--- config.mk ---
export PLATFORM = sky130hd
export DESIGN_NAME = smg_scan_capture
export DESIGN_NICKNAME = d
export VERILOG_FILES = /design/src/rtl/smg_pkg.sv /design/src/rtl/smg_stable_sampler.sv /design/src/rtl/smg_scan_capture.sv
export SDC_FILE = /design/constraint.sdc
export NUM_CORES = 1
export LEC_CHECK = 0
export BUFFER_PORTS_ARGS = -buffer_cell sky130_fd_sc_hd__buf_4
export CORE_MARGIN = 5
export CORE_UTILIZATION = 48
export CTS_BUF_LIST = sky130_fd_sc_hd__clkbuf_8
export CTS_CLUSTER_SIZE = 40
export DETAILED_ROUTE_END_ITERATION = 12
export HOLD_SLACK_MARGIN = 0.1
export PLACE_DENSITY = 0.7
export SYNTH_ARGS = -nofsm -noshare
export SYNTH_HDL_FRONTEND = slang
export SYNTH_SLANG_ARGS = --single-unit
export TNS_END_PERCENT = 1
--- constraint.sdc ---
create_clock -name CLOCK -period 2.78 [get_ports CLOCK]
set_input_delay 0.278 -clock CLOCK [delete_from_list [all_inputs] [get_ports CLOCK]]
set_output_delay 0.278 -clock CLOCK [all_outputs]
set_load 0.01 [all_outputs]
--- src/rtl/smg_pkg.sv ---
// smg_pkg: shared constants, FSM encoding and select decode for smg_scan_capture.
//   SEL_D0..SEL_D5 : active-low one-hot digit selects, SEL_BLANK : all digits off
//   state_t        : capture FSM states
//   sel_decode()   : select pattern -> {digit index, illegal, blank}
package smg_pkg;

    localparam logic [5:0] SEL_D0    = 6'b111_110;
    localparam logic [5:0] SEL_D1    = 6'b111_101;
    localparam logic [5:0] SEL_D2    = 6'b111_011;
    localparam logic [5:0] SEL_D3    = 6'b110_111;
    localparam logic [5:0] SEL_D4    = 6'b101_111;
    localparam logic [5:0] SEL_D5    = 6'b011_111;
    localparam logic [5:0] SEL_BLANK = 6'b111_111;

    typedef enum logic {ST_SYNC, ST_COLLECT} state_t;

    typedef struct packed {
        logic [2:0] idx;
        logic       illegal;
        logic       blank;
    } sel_dec_t;

    function automatic sel_dec_t sel_decode(input logic [5:0] sel);
        sel_dec_t d;
        case (sel)
            SEL_D0:    d = '{3'd0, 1'b0, 1'b0};
            SEL_D1:    d = '{3'd1, 1'b0, 1'b0};
            SEL_D2:    d = '{3'd2, 1'b0, 1'b0};
            SEL_D3:    d = '{3'd3, 1'b0, 1'b0};
            SEL_D4:    d = '{3'd4, 1'b0, 1'b0};
            SEL_D5:    d = '{3'd5, 1'b0, 1'b0};
            SEL_BLANK: d = '{3'd0, 1'b0, 1'b1};
            default:   d = '{3'd0, 1'b1, 1'b0};
        endcase
        return d;
    endfunction

endpackage

--- src/rtl/smg_stable_sampler.sv ---
// smg_stable_sampler: registers the scan bus and emits one accept strobe per stable dwell.
//   clk, rst : clock, async active-high reset
//   d        : raw scan bus
//   q        : registered scan bus (resets to blank)
//   accept   : high for one cycle once q has held T_STABLE cycles since its last change
module smg_stable_sampler #(
    parameter logic [12:0] T_STABLE = 13'd16
) (
    input  logic       clk,
    input  logic       rst,
    input  logic [9:0] d,
    output logic [9:0] q,
    output logic       accept
);
    logic [12:0] c;
    logic        armed;
    logic        changed;

    assign changed = d != q;
    assign accept  = armed && c == T_STABLE - 13'd1;

    // armed re-sets on every change so a dwell produces exactly one accept,
    // while the counter saturates so long dwells never wrap into a second one
    always_ff @(posedge clk or posedge rst) begin
        if (rst) begin
            q     <= 10'h3FF;
            c     <= '0;
            armed <= 1'b0;
        end else begin
            q     <= d;
            c     <= changed ? '0 : (c == T_STABLE - 13'd1 ? c : c + 13'd1);
            armed <= changed | (armed & ~accept);
        end
    end

endmodule

--- src/rtl/smg_scan_capture.sv ---
// smg_scan_capture: rebuilds the 24-bit displayed value from a 6-digit multiplexed scan bus.
//   CLOCK, RESET : clock, async active-high reset
//   iData        : {digit[3:0], sel[5:0]}, sel active-low one-hot
//   oData        : last complete frame, digit 0 at [23:20] .. digit 5 at [3:0]
//   oValid       : one-cycle pulse when oData is updated
//   oErr         : one-cycle pulse when a scan is malformed and discarded
// Define SMG_CAPTURE_TIMEOUT_EN to abort a stalled frame after T_TIMEOUT cycles.
module smg_scan_capture
    import smg_pkg::*;
#(
    parameter logic [12:0] T_STABLE  = 13'd16,
    parameter logic [12:0] T_TIMEOUT = 13'd6000
) (
    input  logic        CLOCK,
    input  logic        RESET,
    input  logic [9:0]  iData,
    output logic [23:0] oData,
    output logic        oValid,
    output logic        oErr
);
    logic [9:0]       q;
    logic             accept;
    sel_dec_t         dec;
    logic [3:0]       nib;
    state_t           state, state_n;
    logic [2:0]       k, k_n;
    logic [5:0][3:0]  slots, slots_n;
    logic [23:0]      data_n;
    logic             valid_n, err_n;

    smg_stable_sampler #(.T_STABLE(T_STABLE)) u_sampler (
        .clk    (CLOCK),
        .rst    (RESET),
        .d      (iData),
        .q      (q),
        .accept (accept)
    );

    assign dec = sel_decode(q[5:0]);
    assign nib = q[9:6];

`ifdef SMG_CAPTURE_TIMEOUT_EN
    logic [12:0] wd, wd_n;
`else
    logic unused_timeout;
    assign unused_timeout = ^T_TIMEOUT;
`endif

    always_comb begin
        state_n = state;
        k_n     = k;
        slots_n = slots;
        data_n  = oData;
        valid_n = 1'b0;
        err_n   = 1'b0;
`ifdef SMG_CAPTURE_TIMEOUT_EN
        wd_n    = (state == ST_COLLECT && k != 3'd0) ? wd + 13'd1 : '0;
`endif
        if (accept && !dec.blank) begin
`ifdef SMG_CAPTURE_TIMEOUT_EN
            wd_n = '0;
`endif
            if (dec.illegal) begin
                err_n   = 1'b1;
                state_n = ST_SYNC;
                k_n     = 3'd0;
            end else if (state == ST_SYNC || dec.idx != k) begin
                // out-of-order digits are only errors once a frame is underway;
                // an index 0 always starts a fresh frame
                err_n = state == ST_COLLECT;
                if (dec.idx == 3'd0) begin
                    slots_n[0] = nib;
                    k_n        = 3'd1;
                    state_n    = ST_COLLECT;
                end else begin
                    k_n     = 3'd0;
                    state_n = ST_SYNC;
                end
            end else begin
                slots_n[k] = nib;
                if (k == 3'd5) begin
                    data_n  = {slots[0], slots[1], slots[2], slots[3], slots[4], nib};
                    valid_n = 1'b1;
                    k_n     = 3'd0;
                end else begin
                    k_n = k + 3'd1;
                end
            end
        end
`ifdef SMG_CAPTURE_TIMEOUT_EN
        else if (state == ST_COLLECT && k != 3'd0 && wd == T_TIMEOUT - 13'd1) begin
            err_n   = 1'b1;
            state_n = ST_SYNC;
            k_n     = 3'd0;
            wd_n    = '0;
        end
`endif
    end

    always_ff @(posedge CLOCK or posedge RESET) begin
        if (RESET) begin
            state  <= ST_SYNC;
            k      <= 3'd0;
            slots  <= '0;
            oData  <= '0;
            oValid <= 1'b0;
            oErr   <= 1'b0;
`ifdef SMG_CAPTURE_TIMEOUT_EN
            wd     <= '0;
`endif
        end else begin
            state  <= state_n;
            k      <= k_n;
            slots  <= slots_n;
            oData  <= data_n;
            oValid <= valid_n;
            oErr   <= err_n;
`ifdef SMG_CAPTURE_TIMEOUT_EN
            wd     <= wd_n;
`endif
        end
    end

endmodule

After elaboration in Yosys (flattened, before gate mapping)
Cells that the tools add are included.
Widths: inputs -> output; s select.

operators by class
  magnitude comparators = 2
  bitwise logic cells = 6
  multiplexer cells = 22
  equality and inequality tests = 13
  reduce and logical (&&, ||, !) cells = 11
  add/subtract/negate cells = 2

operators with widths
  cell                   number
  $eq 6x6->1 const B     6
  $pmux 5 s7             1
  $mux 13                2
  $bwmux 24              1
  $add 13x1->13 const B  1
  $eq 13x4->1 const B    1
  $demux 4 s3            1
  $mux 4                 3
  $mux 1                 11
  $ne 10x10->1           1
  $mux 3                 3
  $eq 6x5->1 const B     1
  $reduce_and 3->1       2
  $lt 3x4->1 const B     1
  $ne 2x1->1 const B     2
  $not 1->1              4
  $reduce_and 4->1       1
  $add 3x1->3 const B    1
  $eq 3x3->1 const B     1
  $ge 3x1->1 const B     1
  $logic_and 1x1->1      3
  $logic_not 3->1        1
  $ne 3x3->1             1
  $reduce_and 2->1       1
  5 further kinds        5

storage, ports and cells
  output and inout port bits = 26
  bits of input ports = 12
  register bits = 78
  logic and storage cells = 70

Logic depth before layout (Yosys ltp)
Gate-level depths: netlist (run 1).

  depth in word-level cells = 7
  depth in mapped cells = 9
  mapped depth without buffers = 6

By module
Synthesis (run 1) repeated with hierarchy kept, for this count alone.

unflattened totals
  cells, all modules = 257
  area, all modules = 3440.8 µm²

by module, submodules not included
  module              area an instance (µm²)  cells an instance  sequential area each (µm²)  times used
  smg_scan_capture    2333.5                  165                1251.2                      1
  smg_stable_sampler  1107.3                  92                 613.1                       1

Worst setup path after synthesis (run 1)
No wires, ideal clock.

  path type = register -> register
  start point = reg u_sampler.c[5]
  end point = reg oData[0]
  setup slack = 0.172 ns
  cell stages (with the launch flop) = 9
  period minus slack after synthesis = 2.608 ns
  buffers on the path = 3
  arrival = 2.482 ns
  data required time = 2.655 ns
  library setup time = 0.125 ns
  cells stage by stage = dfrtp_1 -> or4_4 -> or4_4 -> buf_6 -> nor3_2 -> and4_1 -> buf_6 -> buf_12 -> mux2_4

between the ends
  word-level cells in the longest chain between the ends = 4

RTL lines
  what                               line                      RTL
  start, declared                    smg_stable_sampler.sv:15  logic [12:0] c;
  start signal, assigned             smg_stable_sampler.sv:31  c <= changed ? '0 : (c == T_STABLE - 13'd1 ? c : c + 13'd1);
  $eq 13x4->1                        smg_stable_sampler.sv:20  assign accept = armed && c == T_STABLE - 13'd1;
  $logic_and 1x1->1                  smg_stable_sampler.sv:20
  $logic_and 1x1->1                  smg_scan_capture.sv:59    if (accept && !dec.blank) begin
  $reduce_and 4->1 (no source line)  -
  end signal, assigned               smg_scan_capture.sv:115   oData <= data_n;
  end, declared                      smg_scan_capture.sv:17    output logic [23:0] oData,

No other way between the ends.
A chain may end at the register's enable or synchronous reset.

Worst setup path after layout (run 1)
  start point = reg u_sampler.c[5]
  end point = reg oData[19]

Same word-level chain as after synthesis.

==> results of run 1 <==
[state kept, by name, summed over array words and instances, names as in the netlist]
name,count
k,3
oData,24
oErr,1
oValid,1
slots,20
state,1
u_sampler.armed,1
u_sampler.c,13
u_sampler.q,10
[worst paths after layout]
| kind | cells past startpoint | startpoint | slack (ns) | endpoint |
|---|---|---|---|---|
| min | 1 | slots[2]$_DFFE_PP0P_ | 0.50 | oData[22]$_DFFE_PP0P_ |
| min reg2reg | 1 | slots[2]$_DFFE_PP0P_ | 0.50 | oData[22]$_DFFE_PP0P_ |
| max | 6 | u_sampler.c[5]$_DFFE_PP0P_ | 0.10 | oData[19]$_DFFE_PP0P_ |
| max reg2reg | 6 | u_sampler.c[5]$_DFFE_PP0P_ | 0.10 | oData[19]$_DFFE_PP0P_ |
| min in group asynchronous | 3 | RESET | 0.59 | oData[21]$_DFFE_PP0P_ |
| max in group asynchronous | 4 | RESET | 1.46 | u_sampler.q[9]$_DFF_PP1_ |
[cells by family (layout without fill, tap and decap cells)]
group                      Yosys count  count (layout)  share of synthesized area, %
AOI/OAI and AO/OA                   18              18                          3.87
muxes                               44              44                          16.8
adders and majority gates            1               1                         0.369
xor gates and xnor gates            25              25                          6.45
buffers and inverters               16              71                          3.39
and+or+nand+nor                     83              83                          14.2
DFF                                 74              74                          54.9
[report_power, final]
| group | switching [mW] | internal (mW) | total (mW) | leakage, nW |
|---|---|---|---|---|
| Combinational | 0.0449 | 0.0399 | 0.0848 | 0.813 |
| Clock | 0.386 | 0.342 | 0.728 | 0.0932 |
| Sequential | 0.0181 | 1.09 | 1.11 | 0.995 |
| Total | 0.449 | 1.47 | 1.92 | 1.90 |
[layout by cell type (no fill, tap or decap), types with 2 or more instances in the layout]
cell	n
and4_1	3
nor4_1	4
mux2_2	21
dfrtp_1	64
dlygate4sd3_1	11
nand3_1	7
mux2_4	20
buf_12	2
nor3_1	8
mux2_1	3
o21a_1	2
clkinv_2	3
dfstp_2	10
or4_1	4
xor2_1	14
o21ai_0	2
or4_4	2
nand4b_1	2
o211a_1	2
and3_1	4
nor2_1	14
a21oi_1	4
clkbuf_8	10
nand4_1	8
inv_1	2
nand2_1	19
xnor2_1	11
buf_4	40
[per-stage QoR]
stage | setup slack (ns) | instances | hold WS (ns)
after global routing | 0.0271 | 412 | 0.517
after CTS | 0.105 | 412 | 0.506
after detailed placement | 0.112 | 385 | 0.402
final | 0.105 | 412 | 0.504
after floorplan | 0.172 | 261 | 0.282
after global placement | 0.153 | 385 | 0.401
[area by class of cell]
cell class / count / area (sq um)
repair buffers: 53 / 450
inverters: 2 / 7.51
well taps: 96 / 120
fillers: 592 / 2800
clock inverters: 6 / 35.0
flip-flops and latches: 74 / 1860
multi-input cells: 171 / 1420
clock buffers: 10 / 138
[metal layers]
| metal | vias to the layer above | part of all wire [%] | track usage [%] |
|---|---|---|---|
| li1 | 1029 | - | - |
| met1 | 1030 | 46 | 19.6 |
| met2 | 36 | 49 | 24.0 |
| met3 | 10 | 3.7 | 3.21 |
| met4 | 0 | 1.3 | 5.90 |
| met5 | - | 0 | 0 |
==> results.txt, run 1 <==
status = completed
crit-path cells = or4_4, or4_4, nor3_2, and4_1, buf_12, mux2_2
die height = 94.1 um
Max-Cap Viols = 0
Syn Nets = 274
Synth Warn # = 0
Bufs on Longest Clock Path = 2
WL/cell = 14.4 um
PD cells = 477 nW/um^2
clk_lat worst skew = 0.34 ns
final non-filler cell area = 4030 sq um
GRT Overall Usage = 14.9%
I/O Pins = 38
CP Launch Type = flip-flop
crit-path max cell delay = 0.59 ns
Clock Skews = 0.0128 ns
DP Area = 3750 sq um
Syn Std Cell Area = 3390 sq um
final net count = 324
Synth cell types = 45
Syn Area/Cell = 13.0 sq um
Post-synth EDFFs = 0
Placer Congestion = 0.846
ys flop type = dfrtp_1
HPWL Detailed = 4.17 mm
Site Rows = 30
setup violators final = 0
slew at the pin with the worst max-slew slack = 0.676 ns
Buf+Inv Stages, Crit Path = 1
Worst path top cell family by delay = simple AND/OR/NAND/NOR gates
total die area = 8850 sq um
Worst-path clk slew = 0.07 ns
DR iter-0 viols = 97
Crit-path slowest cell = or4_4
Vias = 2105
CP Max Fanout = 24
first-pass GRT wire length = 10.3 mm
largest net degree at the start of global routing = 43
Leak = 1.90 nW
post-synthesis sequential area ratio = 54.9%
drt total wl = 5.94 mm
CP dominant cell by count = or4_4
Worst EP required = 3.00 ns
top-area cell type share of the netlist area = 47.2%
Port Buffers = 37
ys async rst share = 100%
Clock Tree Root = clkbuf_8
Final Core Density = 59.0%
Critical Path AT = 2.90 ns
synth top area cells = dfrtp_1 47%, mux2_4 8.8%, dfstp_2 7.7%
FMAX = 374 MHz
Final period util = 96.2%
via density per instance = 5.11
post-synth top area cell = dfrtp_1
cells after synthesis = 261
Antenna diodes = 0
most common cell in the netlist = dfrtp_1
Layout area overhead = 18.7%
commonest cells in the netlist = 64 x dfrtp_1, 21 x mux2_2, 20 x mux2_4
Antenna Nets Post-Route = 0
Slew headroom = 54.9%
Setup CP Type = flip-flop to flip-flop
Overflow after GRT = 0
Clock Sinks = 74
Max IR drop VDD = 0.264 mV
initial antenna violation count = 0
postcts setup bufs = 0
flops & latches, synth = 74
Hold Path Class = flip-flop to flip-flop
drt pass-1 iters = 4
fraction of layout cells with a size suffix above 1 = 37.3%
critical path endpoint category = flip-flop
hold buffer count at cts = 11
total power = 1.92 mW
Slew Viols, Final = 0
Die W = 94.1 um
Setup TNS Final = 0 ns
Tmin final = 2.68 ns
Final Hold Violating Endpoints = 0
DRC = 0
vias in the first global route = 2130
Core Box Area = 6830 sq um
RSZ-0062 raised after global routing = no
quantity of gates resized following cts = 0
CTS tree = built
H-tree depth = 3
Starting Density = 49.7%
CTS Buf Count = 9
(Power assumes the default switching activity.)
==> inputs of run 2 (changes only) <==
- ABC_CLOCK_PERIOD_IN_PS: default -> 2200
- clock period: 2.78 -> 2.2 ns (I/O delays scaled with it)
==> run 2 against run 1 <==
The flow now finishes with violations (setup timing). Global-route usage rose by 2.4 points. Final area increased by 11%. First-iteration DRC count up 33%. Flip-flop and latch count is the same. Setup slack got worse by 0.42 ns. Clock power up 47%. Die area is the same. Register-to-register slack got worse by 0.42 ns. Final cell count increased by 9.0%.
==> results.txt, run 2 (same netlist as run 1, synthesis figures left out) <==
status = complete, but fails checks
failing checks = setup timing
Bufs on Longest Clock Path = 2 (unchanged)
Max IR drop VDD = 0.306 mV (+16%)
Overflow after GRT = 0 (unchanged)
PD cells = 581 nW/um^2 (+22%)
Setup CP Type = flip-flop to flip-flop
Worst path top cell family by delay = simple AND/OR/NAND/NOR gates
final worst slack = -0.311 ns (-0.416 ns)
most common library cell in the layout ignoring fill and taps = buf_4
Critical Path AT = 2.74 ns (-0.16 ns)
CP Max Fanout = 12 (-50%)
Hold Path Class = input port to async pin
max reg flops = 24 (unchanged)
Vias = 2330 (+11%)
HPWL Detailed = 4.58 mm (+9.8%)
Starting Density = 49.7% (unchanged)
Final period util = 114% (+18 points)
crit-path cells = or4_4, or4_4, nor3_2, and4_4, buf_12, mux2_4
initial antenna violation count = 0 (unchanged)
CTS tree = built
DR iter-0 viols = 129 (+33%)
Slew headroom = 73.8% (+19 points)
Final Core Density = 65.4% (+6.4 points)
WL/cell = 15.5 um (+7.3%)
Worst EP required = 2.43 ns (-0.57 ns)
Slew Viols, Final = 0 (unchanged)
final net count = 361 (+11%)
CP dominant cell by count = or4_4
Most flops, register = oData
drt total wl = 6.95 mm (+17%)
Largest regs = oData (24), slots (20), u_sampler.c (13)
I/O Pins = 38 (unchanged)
H-tree depth = 3 (unchanged)
die height = 94.1 um (unchanged)
GRT Overall Usage = 17.3% (+2.4 points)
Layout area overhead = 31.6%
critical path endpoint category = flip-flop
clk_lat worst skew = 0.35 ns (about the same)
largest net degree at the start of global routing = 32 (-26%)
Worst-path clk slew = 0.08 ns (about the same)
Crit-path slowest cell = or4_4
total die area = 8850 sq um (unchanged)
DRC = 0 (unchanged)
most frequent cells in the layout = 72 x buf_4, 64 x dfrtp_1, 27 x mux2_4
Clock Skews = 0.0113 ns (-0.00158 ns)
slew at the pin with the worst max-slew slack = 0.391 ns (-0.285 ns)
Buf+Inv Stages, Crit Path = 1 (unchanged)
Leak = 2.12 nW (+11%)
drt pass-1 iters = 4 (unchanged)
Tmin final = 2.51 ns (-0.164 ns)
Clock Tree Root = clkbuf_8
crit-path max cell delay = 0.57 ns (-0.02 ns)
first-pass GRT wire length = 12.0 mm (+16%)
CTS Buf Count = 9 (unchanged)
Die W = 94.1 um (unchanged)
Placer Congestion = 0.871 (+3.0%)
via density per instance = 5.19 (+1.6%)
Antenna diodes = 0 (unchanged)
Core Box Area = 6830 sq um (unchanged)
CP Launch Type = flip-flop
RSZ-0062 raised after global routing = yes
Antenna Nets Post-Route = 0 (unchanged)
fraction of layout cells with a size suffix above 1 = 47.3% (+10 points)
Max-Cap Viols = 0 (unchanged)
setup violators final = 47 (+47)
FMAX = 398 MHz (+6.5%)
pre-CTS WS = -0.347 ns (-0.458 ns)
vias in the first global route = 2500 (+17%)
Site Rows = 30 (unchanged)
Final Hold Violating Endpoints = 0 (unchanged)
Clock Sinks = 74 (unchanged)
Port Buffers = 37 (unchanged)
-- run 2: cell count changes in the layout (fill, tap and decap cells not counted), sizes merged --
cell and change:
buf +37, clkinvlp +1, bufinv +1, clkinv -2
-- run 2: layout make-up --
class / instances / area [sq um]
multi-input combinational: 171 / 1520
sequential: 74 / 1860
clock buffer: 10 / 138
fill: 535 / 2370
inverter: 2 / 7.51
tap: 96 / 120
clock inverter: 6 / 63.8
timing repair buffer: 90 / 754
-- run 2: where the power goes --
part | switching, mW | leakage (nW) | total [mW] | internal [mW]
registers | 0.0206 | 0.995 | 1.40 | 1.38
clock network | 0.517 | 0.0987 | 1.07 | 0.554
logic | 0.0667 | 1.02 | 0.124 | 0.0571
-- run 2: final timing paths --
path                       slack, ns  depth (start not counted)                       start                         end
setup / recovery               -0.31                          6  u_sampler.c[5]$_DFFE_PP0P_        oData[9]$_DFFE_PP0P_
hold / removal                  0.41                          3                       RESET  u_sampler.c[8]$_DFFE_PP0P_
setup reg to reg               -0.31                          6  u_sampler.c[5]$_DFFE_PP0P_        oData[9]$_DFFE_PP0P_
hold reg to reg                 0.51                          1        slots[0]$_DFFE_PP0P_       oData[20]$_DFFE_PP0P_
max in group asynchronous       1.03                          4                       RESET    u_sampler.q[7]$_DFF_PP1_
min in group CLOCK              0.51                          1        slots[0]$_DFFE_PP0P_       oData[20]$_DFFE_PP0P_
-- run 2: timing repair --
item                       in CTS  in global routing
gates resized for setup        19                  9
setup endpoints to repair      46                 51
setup buffers                   3                  2
cloned                          1                  0
hold endpoints to repair       25                  0
pin swaps                       9                  7
hold buffers                   11                  0
-- run 2: metrics by stage --
| step | power, mW | area, sq um | std cells | setup TNS (ns) | hold slack [ns] |
|---|---|---|---|---|---|
| 3_5_place_dp | 1.53 | 3970 | 416 | -12.63 | 0.239 |
| 5_1_grt | 2.70 | 4470 | 449 | -15.30 | 0.444 |
| 3_3_place_gp | 1.53 | 3970 | 416 | -10.97 | 0.229 |
| 6_report | 2.59 | 4470 | 449 | -11.76 | 0.411 |
| 4_1_cts | 2.63 | 4420 | 447 | -11.99 | 0.406 |
| 2_1_floorplan | 1.48 | 3400 | 261 | -11.68 | 0.224 |
-- run 2: tightest hold or removal path, delay by kind of cell --
kind	cells	cell delay, ns
buffers and inverters	3	0.96
-- run 2: layer usage --
layer	track usage, %	up-vias	wire (um)
li1	-	1106	-
met1	21.2	1177	3140
met2	29.3	38	3490
met3	4.01	9	206
met4	7.10	0	104
met5	0	-	0
==> inputs of run 3 (changes only) <==
- CORE_UTILIZATION: 48 -> 50
- PLACE_DENSITY: 0.7 -> 0.73
==> run 3 against run 2 <==
The run still ends with setup timing left. Final area fell by 1.4%. Final cell count fell by 4.9%. Clock power rose by 8%. Largest cell class unchanged. Critical path type unchanged. Setup slack improved by 0.0071 ns. Fmax rose by 0.28%. Critical path depth did not move. Register-to-register slack barely moved.
==> results.txt, run 3 (same netlist as run 1, synthesis figures left out) <==
via density per instance = 5.38 (+3.8%)
clk_lat worst skew = 0.34 ns (about the same)
CP dominant cell by count = or4_4
GRT Overall Usage = 17.6% (+0.33 points)
slew at the pin with the worst max-slew slack = 0.457 ns (+0.0657 ns)
sequential share of power = 52.2% (-1.7 points)
clock share of power = 43.2% (+1.9 points)
Final period util = 114% (-0.32 points)
most frequent cells in the layout = 65 x buf_4, 64 x dfrtp_1, 25 x mux2_4
I/O Pins = 38 (unchanged)
CP Max Fanout = 6 (-6)
Overflow after GRT = 0 (unchanged)
drt pass-1 iters = 4 (unchanged)
first-pass GRT wire length = 11.8 mm (-1.2%)
worst hold margin = 0.447 ns (+0.0357 ns)
critical path endpoint category = flip-flop
WL/cell = 16.3 um (+5.5%)
CP Launch Type = flip-flop
most common library cell in the layout ignoring fill and taps = buf_4
placed cells = 397 (-4.6%)
initial antenna violation count = 0 (unchanged)
Worst EP required = 2.42 ns (about the same)
Vias = 2299 (-1.3%)
largest net degree at the start of global routing = 55 (+72%)
Switching Share = 21.6% (-1.7 points)
Placer Congestion = 0.884 (+1.6%)
crit-path cells = or4_4, or4_4, nor3_2, and4_4, buf_6, mux2_2
Bufs on Longest Clock Path = 2 (unchanged)
Critical Path AT = 2.73 ns (about the same)
met1 GRT Util = 20.9% (-0.29 points)
met3 Use GR = 3.98% (-0.026 points)
Final Core Density = 65.9% (+0.53 points)
PD cells = 608 nW/um^2 (+4.7%)
Setup CP Type = flip-flop to flip-flop
Clock Sinks = 74 (unchanged)
drt total wl = 6.97 mm (+0.29%)
CTS Buf Count = 9 (unchanged)
die height = 92.4 um (-1.8%)
GR peak layer = met2
RSZ-0062 raised after global routing = yes
CTS tree = built
final net count = 355 (-1.7%)
Hold Path Class = input port to async pin
DRC = 0 (unchanged)
DP Area = 3950 sq um (-0.44%)
Clock Skews = 0.0113 ns (+0.0000148 ns)
Antenna diodes = 0 (unchanged)
multi-input logic area = 1480 sq um (-2.5%)
grt met2 use = 30.6% (+1.4 points)
Starting Density = 50.8% (+1.1 points)
status = complete, but fails checks
vias in the first global route = 2424 (-3.0%)
Most flops, register = oData
H-tree depth = 3 (unchanged)
Slew headroom = 69.5% (-4.3 points)
Largest regs = oData (24), slots (20), u_sampler.c (13)
fraction of layout cells with a size suffix above 1 = 45.8% (-1.5 points)
failing checks = setup timing
setup violators final = 45 (-4.3%)
final worst slack = -0.304 ns (+0.00705 ns)
DR iter-0 viols = 95 (-26%)
Max-Cap Viols = 0 (unchanged)
Leak = 2.11 nW (-0.23%)
final non-filler cell area = 4400 sq um (-1.4%)
Tmin final = 2.50 ns (-0.00705 ns)
max reg flops = 24 (unchanged)
Crit-path slowest cell = or4_4
Die W = 92.4 um (-1.8%)
Antenna Nets Post-Route = 0 (unchanged)
Layout area overhead = 29.7%
FMAX = 399 MHz (+0.28%)
Clock Tree Root = clkbuf_8
HPWL Detailed = 4.70 mm (+2.5%)
Max IR drop VDD = 0.386 mV (+26%)
Combinational Power Share = 4.6% (-0.2 points)
crit-path max cell delay = 0.56 ns (about the same)
Int Pwr = 2.10 mW (+5.5%)
Worst-path clk slew = 0.07 ns (about the same)
Site Rows = 30 (unchanged)
total die area = 8540 sq um (-3.6%)
Core Box Area = 6680 sq um (-2.2%)
Slew Viols, Final = 0 (unchanged)
Seq. cell area = 1860 sq um (unchanged)
Final Hold Violating Endpoints = 0 (unchanged)
Layout Cells excl Fill = 427 (-4.9%)
P_sw = 0.579 mW (-4.1%)
Port Buffers = 37 (unchanged)
Fill cells = 490 (-8.4%)
## run 3: cell types whose count changed in the layout (fill, tap and decap cells not counted), moves of 2 or more
cell / delta
buf_12: +2
buf_4: -7
clkinvlp_4: -2
mux2_2: +3
mux2_4: -2
nor3_1: -2
nor3_2: +3
## run 3: metrics by stage
step	TNS, ns	worst slack (ns)	total power, mW
CTS	-10.61	-0.316	2.70
floorplan	-11.68	-0.349	1.48
finish	-10.32	-0.304	2.68
global placement	-10.20	-0.284	1.53
global route	-13.79	-0.368	2.79
detailed placement	-12.60	-0.361	1.53
## run 3: power groups by stage
stage               clock (mW)  sequential [mW]  combinational (mW)
finish                    1.16             1.40               0.123
global route              1.25             1.40               0.138
CTS                       1.18             1.40               0.125
detailed placement           0             1.42               0.106
global placement             0             1.42               0.104
floorplan                    0             1.41              0.0662
## run 3: worst paths after layout
check | start | endpoint | slack (ns) | cells past startpoint
worst max-delay path | u_sampler.c[5]$_DFFE_PP0P_ | oData[22]$_DFFE_PP0P_ | -0.30 | 6
worst min-delay path | RESET | u_sampler.c[8]$_DFFE_PP0P_ | 0.45 | 3
worst max register to register | u_sampler.c[5]$_DFFE_PP0P_ | oData[22]$_DFFE_PP0P_ | -0.30 | 6
worst min register to register | u_sampler.armed$_DFF_PP0_ | u_sampler.armed$_DFF_PP0_ | 0.50 | 1
max in group asynchronous | RESET | u_sampler.q[6]$_DFF_PP1_ | 1.08 | 4
min in group CLOCK | u_sampler.armed$_DFF_PP0_ | u_sampler.armed$_DFF_PP0_ | 0.50 | 1
## run 3: repair_timing
| item | 4_1_cts | 5_1_grt |
|---|---|---|
| setup buffers | 2 | 0 |
| gates resized for setup | 18 | 1 |
| pin swaps | 10 | 1 |
| hold buffers | 11 | 0 |
| endpoints found under the setup margin | 47 | 50 |
| cloned | 1 | 0 |
| endpoints found under the hold margin | 24 | 0 |
## run 3: routing by layer
| metal | vias up | share of wire, % |
|---|---|---|
| met5 | - | 0 |
| met4 | 0 | 2.7 |
| met3 | 18 | 4.1 |
| met2 | 52 | 51 |
| met1 | 1136 | 42 |
| li1 | 1093 | - |
## run 3: area by class of cell
| type | instances | area share (%) |
|---|---|---|
| Multi-Input combinational cell | 171 | 33.6 |
| Sequential cell | 74 | 42.3 |
| Clock inverter | 6 | 1.88 |
| Timing Repair Buffer | 84 | 16.6 |
| Tap cell | 80 | 2.27 |
| Clock buffer | 10 | 3.13 |
| Inverter | 2 | 0.171 |
## run 3: worst max-delay path: cells and delay by family, from the launching register on
family,cells,cell delay [ns]
mux,1,0.33
simple gates,4,1.53
flops,1,0.38
buf+inv,1,0.15
